`src/rtl/yadan_defs.sv`:
```
// Shared bus widths and control encodings for the yadan core and its memory-side blocks.
// Guarded so that every file can include it no matter the compile order.
`ifndef YADAN_DEFS_SV
`define YADAN_DEFS_SV

`define RstEnable     1'b0
`define RstDisable    1'b1
`define ReadEnable    1'b1
`define ReadDisable   1'b0
`define ZeroWord      32'h00000000
`define InstAddrBus   31:0
`define InstBus       31:0

`define ArbRoundRobin 0
`define ArbFixedPrio  1

`endif

```
`src/rtl/inst_rom_arbiter_pkg.sv`:
```
// Shared types and the grant-selection helper for the two-master instruction ROM arbiter.
`include "yadan_defs.sv"

package inst_rom_arbiter_pkg;

    typedef enum logic {
        BUF_EMPTY = 1'b0,
        BUF_FULL  = 1'b1
    } buf_state_e;

    typedef enum logic {
        LAST_M0 = 1'b0,
        LAST_M1 = 1'b1
    } last_gnt_e;

    // Returns {gnt1, gnt0}. Fixed priority always favours m0; round-robin
    // favours whichever master was not granted last when both are eligible.
    function automatic logic [1:0] arb_pick(
        input logic      fixed_prio,
        input last_gnt_e last_gnt,
        input logic      elig0,
        input logic      elig1
    );
        logic [1:0] pick;
        pick = 2'b00;
        if (elig0 && elig1) begin
            if (fixed_prio || (last_gnt == LAST_M1)) begin
                pick = 2'b01;
            end else begin
                pick = 2'b10;
            end
        end else if (elig0) begin
            pick = 2'b01;
        end else if (elig1) begin
            pick = 2'b10;
        end
        return pick;
    endfunction

endpackage

```
`src/rtl/rd_resp_buf.sv`:
```
// One-entry read response buffer for a single master. A load in the same cycle as a drain
// replaces the data and stays FULL, so one read per cycle can be sustained.
`include "yadan_defs.sv"

module rd_resp_buf
    import inst_rom_arbiter_pkg::*;
(
    input  logic             clk,
    input  logic             rst,
    input  logic             load_i,
    input  logic [`InstBus]  data_i,
    input  logic             rready_i,
    output logic             rvalid_o,
    output logic [`InstBus]  rdata_o,
    output logic             accept_o,
    output buf_state_e       state_o
);

    buf_state_e         state_q, state_d;
    logic [`InstBus]    data_q, data_d;

    always_ff @(posedge clk or negedge rst) begin
        if (rst == `RstEnable) begin
            state_q <= BUF_EMPTY;
            data_q  <= `ZeroWord;
        end else begin
            state_q <= state_d;
            data_q  <= data_d;
        end
    end

    // Data is cleared on drain so rdata_o reads zero whenever the entry is empty.
    always_comb begin
        state_d = state_q;
        data_d  = data_q;
        if (load_i) begin
            state_d = BUF_FULL;
            data_d  = data_i;
        end else if ((state_q == BUF_FULL) && rready_i) begin
            state_d = BUF_EMPTY;
            data_d  = `ZeroWord;
        end
    end

    assign rvalid_o = (state_q == BUF_FULL);
    assign rdata_o  = data_q;
    assign accept_o = (state_q == BUF_EMPTY) || rready_i;
    assign state_o  = state_q;

endmodule

```
`src/rtl/inst_rom_arbiter.sv`:
```
// Arbitrates the core fetch port (m0) and the debug/loader port (m1) onto one combinational
// instruction ROM; each master gets its read word one cycle after its grant.
`include "yadan_defs.sv"

module inst_rom_arbiter
    import inst_rom_arbiter_pkg::*;
#(
    parameter int unsigned ARB_MODE   = 0,
    parameter int unsigned RESET_LAST = 1
) (
    input  logic                clk,
    input  logic                rst,

    input  logic                m0_req_i,
    input  logic [`InstAddrBus] m0_addr_i,
    output logic                m0_gnt_o,
    output logic                m0_rvalid_o,
    output logic [`InstBus]     m0_rdata_o,
    input  logic                m0_rready_i,

    input  logic                m1_req_i,
    input  logic [`InstAddrBus] m1_addr_i,
    output logic                m1_gnt_o,
    output logic                m1_rvalid_o,
    output logic [`InstBus]     m1_rdata_o,
    input  logic                m1_rready_i,

    output logic                rom_ce_o,
    output logic [`InstAddrBus] rom_addr_o,
    input  logic [`InstBus]     rom_inst_i,

    output last_gnt_e           dbg_last_gnt_o,
    output buf_state_e          dbg_m0_buf_o,
    output buf_state_e          dbg_m1_buf_o
);

    localparam logic      FixedPrio = (ARB_MODE == `ArbFixedPrio);
    localparam last_gnt_e LastRst   = (RESET_LAST == 0) ? LAST_M0 : LAST_M1;

    last_gnt_e  last_q, last_d;
    logic       in_reset;
    logic       m0_accept, m1_accept;
    logic       m0_elig, m1_elig;
    logic [1:0] pick;

    always_ff @(posedge clk or negedge rst) begin
        if (rst == `RstEnable) begin
            last_q <= LastRst;
        end else begin
            last_q <= last_d;
        end
    end

    // Grants are combinational, so they are gated by reset to go quiet immediately.
    always_comb begin
        in_reset   = (rst == `RstEnable);
        m0_elig    = m0_req_i && m0_accept;
        m1_elig    = m1_req_i && m1_accept;
        pick       = arb_pick(FixedPrio, last_q, m0_elig, m1_elig);
        m0_gnt_o   = pick[0] && !in_reset;
        m1_gnt_o   = pick[1] && !in_reset;
        rom_ce_o   = `ReadDisable;
        rom_addr_o = `ZeroWord;
        last_d     = last_q;
        if (m0_gnt_o) begin
            rom_ce_o   = `ReadEnable;
            rom_addr_o = m0_addr_i;
            last_d     = LAST_M0;
        end else if (m1_gnt_o) begin
            rom_ce_o   = `ReadEnable;
            rom_addr_o = m1_addr_i;
            last_d     = LAST_M1;
        end
    end

    rd_resp_buf u_m0_buf (
        .clk      (clk),
        .rst      (rst),
        .load_i   (m0_gnt_o),
        .data_i   (rom_inst_i),
        .rready_i (m0_rready_i),
        .rvalid_o (m0_rvalid_o),
        .rdata_o  (m0_rdata_o),
        .accept_o (m0_accept),
        .state_o  (dbg_m0_buf_o)
    );

    rd_resp_buf u_m1_buf (
        .clk      (clk),
        .rst      (rst),
        .load_i   (m1_gnt_o),
        .data_i   (rom_inst_i),
        .rready_i (m1_rready_i),
        .rvalid_o (m1_rvalid_o),
        .rdata_o  (m1_rdata_o),
        .accept_o (m1_accept),
        .state_o  (dbg_m1_buf_o)
    );

    assign dbg_last_gnt_o = last_q;

endmodule

```
`config.mk`:
```
export PLATFORM = sky130hd
export DESIGN_NAME = inst_rom_arbiter
export DESIGN_NICKNAME = d
export VERILOG_FILES = /design/src/rtl/inst_rom_arbiter_pkg.sv /design/src/rtl/rd_resp_buf.sv /design/src/rtl/inst_rom_arbiter.sv
export VERILOG_INCLUDE_DIRS = /design/src /design/src/rtl
export SDC_FILE = /design/constraint.sdc
export NUM_CORES = 1
export LEC_CHECK = 0
export BUFFER_PORTS_ARGS = -buffer_cell sky130_fd_sc_hd__buf_2
export CAP_MARGIN = 15
export CELL_PAD_IN_SITES_DETAIL_PLACEMENT = 0
export CELL_PAD_IN_SITES_GLOBAL_PLACEMENT = 1
export CORE_UTILIZATION = 28
export CTS_BUF_LIST = sky130_fd_sc_hd__clkbuf_16
export DETAILED_ROUTE_END_ITERATION = 6
export PLACE_DENSITY_LB_ADDON = 0.1
export RECOVER_POWER = 100
export SYNTH_ARGS = -nofsm -noshare
export SYNTH_HDL_FRONTEND = slang
export SYNTH_HIERARCHICAL = 1
export SYNTH_SLANG_ARGS = --single-unit
```
`constraint.sdc`:
```
create_clock -name clk -period 1.7 [get_ports clk]
set_clock_uncertainty 0.1 [all_clocks]
set_input_delay 0.17 -clock clk [delete_from_list [all_inputs] [get_ports clk]]
set_output_delay 0.17 -clock clk [all_outputs]
set_load 0.02 [all_outputs]
```
==> flow_summary_export.csv <==
group,metric,value,unit
global_route,grt_pass1_vias,3086,
power,p_int,4.03,mW
critical_path,crit_fanout,16,
die,start_util,0.287,
sta,finalSetupTns,-16.35,ns
finish,final.fill_count,1134,
sta,fmax,0.489,GHz
power,ir_drop,0.432,mV
sta,rsz0062_at_grt,"yes",
job,maxCapViolCount,0,
sta,period_share,1.20,
yosys,syn_avg_cell_area,12.1,µm²
power,p_clk_frac,0.301,
yosys,yosys-top-cells-area,"dfrtp_1 (51%), a22o_1 (26%), nor2b_1 (10%), buf_6 (4.8%), and2b_1 (2.3%)",
yosys,netlist_instances,270,
die,die_h,110,µm
clock_tree,cts_tree,"built",
die,dieArea,12100,µm²
clock_tree,cts-root-buf,"clkbuf_16",
power,power_switching,2.03,mW
finish,layout.nets,635,
clock_tree,cts-buffers-inserted,9,
placed_design,portBuffers,205,
global_route,gr-usage-met2,0.350,
detailed_routing,detail_route.first_pass.iterations,4,
placed_design,gp_congestion,0.717,
sta,worstMarginPinSlew,0.921,ns
clock_tree,clockBufferDepth,2,
yosys,synth_edf_count,0,
finish,final_layout_size_suffix_gt1_frac,0.396,
global_route,grt_usage,0.195,
global_route,grt_max_degree,65,
global_route,busiest_layer,"met2",
power,power_frac_comb,0.358,
critical_path,start_kind,"flop",
yosys,synth_top_area_share,0.506,
finish,antennaDiodeCount,0,
yosys,syn_area,3260,µm²
detailed_routing,num_vias,3270,
sta,finalHoldViolCount,0,
yosys,synth_fp_nets,372,
yosys,async_reset_ff_frac,1.00,
yosys,yosys_register_bits,67,
yosys,synthTopCellsByCount,"a22o_1 (96), dfrtp_1 (66), nor2b_1 (54)",
global_route,use_met1,0.233,
detailed_routing,drc_errors,0,
finish,area_growth,72.8,%
global_route,overflow,0,
die,die_x,110,µm
detailed_routing,wl_per_cell,18.1,µm
global_route,grt_pass1_wl,17.1,mm
power,p_leak,2.81,nW
sta,finalSetupViolCount,84,
yosys,synthFlopType,"dfrtp_1",
sta,slew_headroom,0.386,
critical_path,crit_path_end_kind,"primary output",
clock_tree,numClockSinks,67,
critical_path,crit_type,"reg2out",
sta,fin_ws,-0.344,ns
yosys,yosys.cell_count.top_type,"a22o_1",
die,num_rows,39,
power,seq_power_share,0.341,
power,powerDensity,1070,nW/µm²
sta,finalCriticalPeriod,2.04,ns
yosys,synth_area_leader_cell,"dfrtp_1",
finish,multi_input_area,1430,µm²
critical_path,required,1.43,ns
placed_design,placed_cells,608,
yosys,yosysSeqAreaShare,0.514,
yosys,ys_warn_count,6,
finish,finalNonFillerCells,681,
detailed_routing,vias_per_cell,4.80,
global_route,grt_util_met3,0.0362,
clock_tree,path_clk_slew,0.06,ns
clock_tree,clock_latency,0.33,ns
detailed_routing,postRouteAntennaNets,0,
detailed_routing,drtIter0Drc,124,
clock_tree,h-tree-depth,3,
power,p_sw_frac,0.335,
detailed_routing,wirelength,12.3,mm
die,top_level_ports,206,
die,core_area,11400,µm²
sta,slew_violations,0,
placed_design,dp_hpwl,7.38,mm
global_route,antenna_found_initial,0,
status,status,"finished with violations",
finish,ff_latch_area,1680,µm²
yosys,ys_types,16,
critical_path,cp.arrival,1.77,ns
worst_hold_path,hp-class,"in2reg",
status,violations,"setup timing",
power,total_power,6.05,mW
## metal layers
layer	routed length, µm	part of all wire
met5	0	0
met3	846	0.069
met4	161	0.013
met1	4950	0.40
met2	6360	0.52
## kinds of logic (layout without fill, tap and decap cells)
family                 count (synthesis)  count (layout)  share of synthesized area
AOI/OAI and AO/OA                    100             100                      0.269
and+or+nand+nor                       73              73                      0.140
DFF                                   67              67                      0.514
buffers and inverters                 30             298                     0.0763
## cell usage in the layout, fill, tap and decap left out, drive strengths merged, types with 4 or more instances in the layout
master       count
nand2            4
clkinv           4
nand2b           4
dlygate4sd3     33
nor2b           54
dfrtp           66
and2b           10
clkbuf          83
a22o            96
buf            174
## worst max-delay path, stage by stage, from the launching register on
cell      delay, ns
dfrtp_2        0.42
nand2b_4       0.09
nand2_2        0.05
o2111a_4       0.34
buf_12         0.16
a22o_1         0.24
buf_6          0.14
## per-stage QoR
stage               hold WS (ns)  utilization  setup slack, ns  cell area (µm²)
floorplan                 -0.226            -           -0.196             3310
global placement          -0.108        0.395          0.00891             4490
detailed placement        -0.102        0.395          -0.0214             4490
CTS                       0.0154        0.482           -0.353             5480
global route              0.0270        0.496           -0.394             5640
finish                    0.0288        0.496           -0.344             5640
## repair_timing
action                                 CTS  global route
pin swaps                                2            15
setup endpoints to repair               73            80
cloned                                   8             3
hold buffers                            33             0
gates resized for setup                 38            40
buffers inserted                         7             7
endpoints found under the hold margin   64             0
## flip-flops by register name (all words and copies together) (netlist names)
name	cells
dbg_last_gnt_o	1
u_m1_buf/rvalid_o	1
u_m0_buf/rvalid_o	1
u_m1_buf/rdata_o	32
u_m0_buf/rdata_o	32
## final timing paths
kind	from	end	slack, ns	cells after the start
hold / removal	m1_req_i	dbg_last_gnt_o$_DFFE_PN1P_	0.03	3
max in group asynchronous	rst	u_m1_buf/rvalid_o$_DFFE_PN0P_	0.64	2
setup / recovery	u_m1_buf/rvalid_o$_DFFE_PN0P_	rom_addr_o[15]	-0.34	6
setup reg to reg	u_m1_buf/rvalid_o$_DFFE_PN0P_	u_m1_buf/rdata_o[7]$_DFFE_PN0P_	-0.19	9
min in group asynchronous	rst	u_m1_buf/rdata_o[29]$_DFFE_PN0P_	0.24	2
hold reg to reg	u_m1_buf/rvalid_o$_DFFE_PN0P_	u_m1_buf/rvalid_o$_DFFE_PN0P_	0.45	2
## layout make-up
cell class,count,share of cell area
clock buffer,9,0.0400
clock inverter,7,0.0109
inverter,1,0.000666
multi-input combinational,173,0.253
sequential,67,0.298
tap,143,0.0317
timing repair buffer,281,0.366
## power by group through the flow
stage	clock, mW	combinational [mW]	sequential [mW]
after global routing	1.95	2.34	2.10
after detailed placement	0	1.91	2.07
after global placement	0	1.90	2.07
after CTS	1.87	2.15	2.06
final	1.82	2.17	2.06
after floorplan	0	0.816	2.45
Power figures use the tool's default switching activity.
